==> src/rtl/regfile_pkg.sv <==
// Shared register-file writeback types and constants.
// Used by the writeback arbiter and its optional forwarding mux.
package regfile_pkg;

    localparam int XLEN       = 32;
    localparam int REG_ADDR_W = 5;
    localparam logic [REG_ADDR_W-1:0] REG_ZERO = 5'd0;

    typedef enum logic [1:0] {
        WB_NONE,
        WB_ALU,
        WB_LSU
    } wb_src_t;

endpackage

==> src/rtl/wb_fwd_mux.sv <==
// Single read-port forwarding: returns the in-flight write data on an address match.
// Latency: combinational. Backpressure: none.
module wb_fwd_mux
    import regfile_pkg::*;
#(
    parameter int XLEN = regfile_pkg::XLEN
) (
    input  logic                  wr_en_i,
    input  logic [REG_ADDR_W-1:0] wr_addr_i,
    input  logic [XLEN-1:0]       wr_data_i,
    input  logic [REG_ADDR_W-1:0] rd_addr_i,
    input  logic [XLEN-1:0]       rd_data_i,
    output logic [XLEN-1:0]       fwd_data_o
);

    // x0 always reads as the regfile's own value, never a forwarded one.
    assign fwd_data_o = (wr_en_i && (wr_addr_i == rd_addr_i) && (rd_addr_i != REG_ZERO))
                        ? wr_data_i : rd_data_i;

endmodule

==> src/rtl/regfile_wb_arbiter.sv <==
// Regfile write-port arbiter: LSU priority, ALU forced through after MAX_WAIT denials; x0 writes dropped.
// Latency: handshake at edge N -> rf_we high N..N+1. Backpressure: loser's ready held low. WB_FWD_EN adds read forwarding.
module regfile_wb_arbiter
    import regfile_pkg::*;
#(
    parameter int XLEN     = regfile_pkg::XLEN,
    parameter int MAX_WAIT = 4
) (
    input  logic                  clk,
    input  logic                  rst,
    input  logic                  alu_valid,
    output logic                  alu_ready,
    input  logic [REG_ADDR_W-1:0] alu_rd,
    input  logic [XLEN-1:0]       alu_data,
    input  logic                  lsu_valid,
    output logic                  lsu_ready,
    input  logic [REG_ADDR_W-1:0] lsu_rd,
    input  logic [XLEN-1:0]       lsu_data,
    output logic                  rf_we,
    output logic [REG_ADDR_W-1:0] rf_rd,
    output logic [XLEN-1:0]       rf_rd_data
`ifdef WB_FWD_EN
    ,
    input  logic [REG_ADDR_W-1:0] rs1,
    input  logic [REG_ADDR_W-1:0] rs2,
    input  logic [XLEN-1:0]       rf_rs1_data,
    input  logic [XLEN-1:0]       rf_rs2_data,
    output logic [XLEN-1:0]       fwd_rs1_data,
    output logic [XLEN-1:0]       fwd_rs2_data
`endif
);

    localparam logic [3:0] MAX_WAIT_C = 4'(MAX_WAIT);

    wb_src_t               grant;
    logic                  arb_en_q;
    logic [3:0]            starve_q, starve_d;
    logic                  rf_we_q, rf_we_d;
    logic [REG_ADDR_W-1:0] rf_rd_q, rf_rd_d;
    logic [XLEN-1:0]       rf_data_q, rf_data_d;

    // arb_en_q keeps both readies low until the first edge after reset releases.
    always_comb begin
        grant = WB_NONE;
        if (arb_en_q) begin
            if (alu_valid && (!lsu_valid || (starve_q == MAX_WAIT_C))) begin
                grant = WB_ALU;
            end else if (lsu_valid) begin
                grant = WB_LSU;
            end
        end
    end

    assign alu_ready = (grant == WB_ALU);
    assign lsu_ready = (grant == WB_LSU);

    always_comb begin
        starve_d  = starve_q;
        rf_we_d   = 1'b0;
        rf_rd_d   = rf_rd_q;
        rf_data_d = rf_data_q;
        if (arb_en_q) begin
            if (!alu_valid || (grant == WB_ALU)) begin
                starve_d = '0;
            end else if (starve_q != MAX_WAIT_C) begin
                starve_d = starve_q + 4'd1;
            end
        end
        case (grant)
            WB_ALU: if (alu_rd != REG_ZERO) begin
                rf_we_d   = 1'b1;
                rf_rd_d   = alu_rd;
                rf_data_d = alu_data;
            end
            WB_LSU: if (lsu_rd != REG_ZERO) begin
                rf_we_d   = 1'b1;
                rf_rd_d   = lsu_rd;
                rf_data_d = lsu_data;
            end
            default: ;
        endcase
    end

    always_ff @(posedge clk or posedge rst) begin
        if (rst) begin
            arb_en_q  <= 1'b0;
            starve_q  <= '0;
            rf_we_q   <= 1'b0;
            rf_rd_q   <= '0;
            rf_data_q <= '0;
        end else begin
            arb_en_q  <= 1'b1;
            starve_q  <= starve_d;
            rf_we_q   <= rf_we_d;
            rf_rd_q   <= rf_rd_d;
            rf_data_q <= rf_data_d;
        end
    end

    assign rf_we      = rf_we_q;
    assign rf_rd      = rf_rd_q;
    assign rf_rd_data = rf_data_q;

`ifdef WB_FWD_EN
    wb_fwd_mux #(.XLEN(XLEN)) u_fwd_rs1 (
        .wr_en_i    (rf_we_q),
        .wr_addr_i  (rf_rd_q),
        .wr_data_i  (rf_data_q),
        .rd_addr_i  (rs1),
        .rd_data_i  (rf_rs1_data),
        .fwd_data_o (fwd_rs1_data)
    );

    wb_fwd_mux #(.XLEN(XLEN)) u_fwd_rs2 (
        .wr_en_i    (rf_we_q),
        .wr_addr_i  (rf_rd_q),
        .wr_data_i  (rf_data_q),
        .rd_addr_i  (rs2),
        .rd_data_i  (rf_rs2_data),
        .fwd_data_o (fwd_rs2_data)
    );
`endif

endmodule
==> config.mk <==
export PLATFORM = sky130hd
export DESIGN_NAME = regfile_wb_arbiter
export DESIGN_NICKNAME = d
export VERILOG_FILES = /design/src/rtl/regfile_pkg.sv /design/src/rtl/wb_fwd_mux.sv /design/src/rtl/regfile_wb_arbiter.sv
export SDC_FILE = /design/constraint.sdc
export NUM_CORES = 1
export LEC_CHECK = 0
export CAP_MARGIN = 20
export CORE_MARGIN = 3
export CORE_UTILIZATION = 44
export DETAILED_ROUTE_END_ITERATION = 12
export PLACE_DENSITY = 0.86
export REMOVE_ABC_BUFFERS = 1
export SYNTH_ARGS = -nofsm -noshare
export SYNTH_HDL_FRONTEND = slang
export SYNTH_SLANG_ARGS = --single-unit
==> constraint.sdc <==
create_clock -name clk -period 4.7 [get_ports clk]
set_input_delay 0.47 -clock clk [delete_from_list [all_inputs] [get_ports clk]]
set_output_delay 0.47 -clock clk [all_outputs]
set_load 0.01 [all_outputs]
==> metrics.txt <==
post-route cell area=3625 um2; RSZ-0062 raised after global routing=false; area grow syn2layout=51.52%; reg2reg setup slack=2130 ps; post-synthesis register bit count=43; DP Worst Slack=1933 ps; Detailed Route WL=5746 um; Yosys warnings=0; DRC viols=0; detailed router's first-iteration violation count=151; vias in the first global route=2,051; ANT cells=0; Avg Cell Area, Syn=11.18 um2; Worst R2R Start=starve_q[0]; post-synthesis sequential area ratio=44.98%; Clock Pin Slew Worst Setup and Hold Paths=80 ps; hold slack=558.5 ps; Worst Hold End=rf_rd_data[21]; Cell Rows=26; Max clock buf depth=2; asr flop ratio synth=100.0%; total power draw=1.243 mW; Final period util=58.30%; CTS root buf=clkbuf_8; CTS tree=done; Die ar.=6358 um2; vias per cell=5.219; Hold WC Path Type=reg2reg; Max H-tree Level=2; prevailing post-synth register cell=dfrtp_1; hold path depth=2; Post-Syn Instances=214; initial core utilization=46.25%; Cell Area, Synth=2392 um2; crit path launch type=flop; first-pass GRT wire length=9432 um; EDFF count, synth=0; largest cells by area after synthesis=dfrtp_1 45%, mux2i_1 15%, a21oi_2 11%, a31oi_1 9.9%, buf_6 4.2%; Worst Skew=3.390 ps; clock period minus worst slack=2740 ps; relative slew slack=38.36%; cts bufs inserted=5; Max VDD drop=171.0 uV; # IOs=118; HP Start=rf_rd_data[21]; Final ANT Viol Nets=0; CTS Sinks=43; die height=79.74 um; min setup slack post-route=1960 ps; all-layer global routing usage=18.60%; Reg2Reg Depth=9; Worst setup EP type=output pin; Slew Viols, Final=0; WP data required=4230 ps; post-synthesis adder-cell area fraction=2.092%; total grt overflow=0; CP arrival=2270 ps; status=completed; CTS resizes=0; post-DP HPWL=4203 um; clk_lat worst skew=290 ps; Post-Synth XOR/XNOR Area=1.098%; Reg-to-Reg End=rf_rd_data[21]; Yosys cell types=25; RePlAce Congestion=0.7522; cell taking the most area after synthesis=dfrtp_1; fmax=0.3650 GHz; fin util=70.08%; Setup-failing EPs final=0; DR WL/cell=14.66 um; area fraction in compound gates after synthesis=23.01%; Nets=403; placed cell area=3541 um2; via count=2,046; Setup Fix Bufs, Post-CTS=0; largest family of logic cells by synthesized area=compound AO/OA/AOI/OAI gates; # hold bufs at CTS=0; Worst Tran Pin Value=924.5 ps; leakage=1.376 nW; max-cap violations=0; Die W=79.74 um; Synth Area in Simple Gates=5.126%; pin count of the biggest net entering global routing=75; Hold Fails Final Rpt=0; drt first pass iters=4; antenna violations before repair=0; Max FO, Critical Path=4; fraction of final layout cells sized beyond drive strength 1=14.60%; core area=5172 um2; share of the synthesized area in the top cell type=44.98%; WS Path Type=reg2out; post-synthesis mux area share=15.48%; PortBufs=117; Pwr per Cell Area=342.8 nW/um2
## metrics by stage
step | cells | setup TNS [ps]
floorplan | 194 | -36930
global placement | 384 | 0
detailed placement | 384 | 0
CTS | 392 | 0
global route | 392 | 0
finish | 392 | 0
## cells by family (layout without fill, tap and decap cells)
kind of cell | Yosys count | after routing
AO/OA/AOI/OAI | 77 | 77
flip-flops | 43 | 43
multiplexers | 37 | 37
buffers and inverters | 28 | 136
AND/OR/NAND/NOR | 21 | 21
adder cells (fa/ha/maj) | 4 | 4
XOR/XNOR | 3 | 3
other | 1 | 1
## final cells by class
type	count	area, um2
tap	70	87.58
sequential	43	1076
multi-input combinational	143	1154
clock buffer	5	68.82
inverter	8	30.03
clock inverter	3	15.01
fill	408	1548
timing repair buffer	120	1194
## routing by layer
layer	wire length, um	track usage (%)	up-vias	share of wire [%]
li1	-	-	1007	-
met3	509	4.966	4	8.9
met1	2497	23.41	949	43
met5	0	0	-	0
met4	46	4.730	0	0.80
met2	2693	31.72	86	47
## cells in the mapped netlist, types with 2 or more instances
library cell  instances
dfrtp_1              43
a31oi_1              38
mux2i_1              37
a21oi_2              30
buf_6                 9
inv_1                 8
a21oi_1               7
buf_2                 7
nand3_1               5
ha_1                  4
nand2_1               4
nor2_1                4
buf_4                 3
nand3b_1              2
nor4_2                2
xor2_1                2
## critical path, stage by stage (launching register included)
cell             delay [ps]
dfrtp_1                 400
inv_1                   110
ha_1                    190
nand3b_1                160
nand2_1                 110
nand3_1                 110
inv_1                    80
ha_1                    250
clkdlybuf4s50_1         570
## cell usage in the layout, fill, tap and decap left out, drive strengths merged
| cell | instances |
|---|---|
| nand3 | 5 |
| dfrtp | 43 |
| ha | 4 |
| inv | 8 |
| clkinv | 3 |
| nand2 | 4 |
| clkbuf | 5 |
| nand2b | 1 |
| and2 | 1 |
| nor2 | 4 |
| xnor2 | 1 |
| and3 | 1 |
| nand3b | 2 |
| mux2i | 37 |
| nand4b | 1 |
| clkdlybuf4s50 | 117 |
| a21oi | 37 |
| conb | 1 |
| xor2 | 2 |
| o31ai | 1 |
| buf | 3 |
| nor4 | 2 |
| a31oi | 38 |
| a22oi | 1 |
## state kept, by name (all words and copies together) (netlist names)
name and flops:
rf_we 1, rf_rd 5, rf_rd_data 32, starve_q 4
arb_en_q 1
## where the power goes
part           internal [mW]  switching (mW)  leakage [nW]
clock                  0.102           0.122        0.0477
sequential             0.460          0.0624         0.486
combinational          0.289           0.208         0.842
total                  0.850           0.392          1.38
## worst max path at each step
stage,start,to,slack (ps),depth (start not counted)
6_report,starve_q[0],alu_ready,1960,8
3_5_place_dp,lsu_rd[3],rf_rd_data[21],1930,5
5_1_grt,starve_q[0],alu_ready,1750,8
3_3_place_gp,lsu_rd[0],rf_rd_data[20],1980,5
4_1_cts,starve_q[0],alu_ready,1950,8
2_1_floorplan,starve_q[0],rf_rd_data[20],-1080,9
Power figures use the tool's default switching activity.
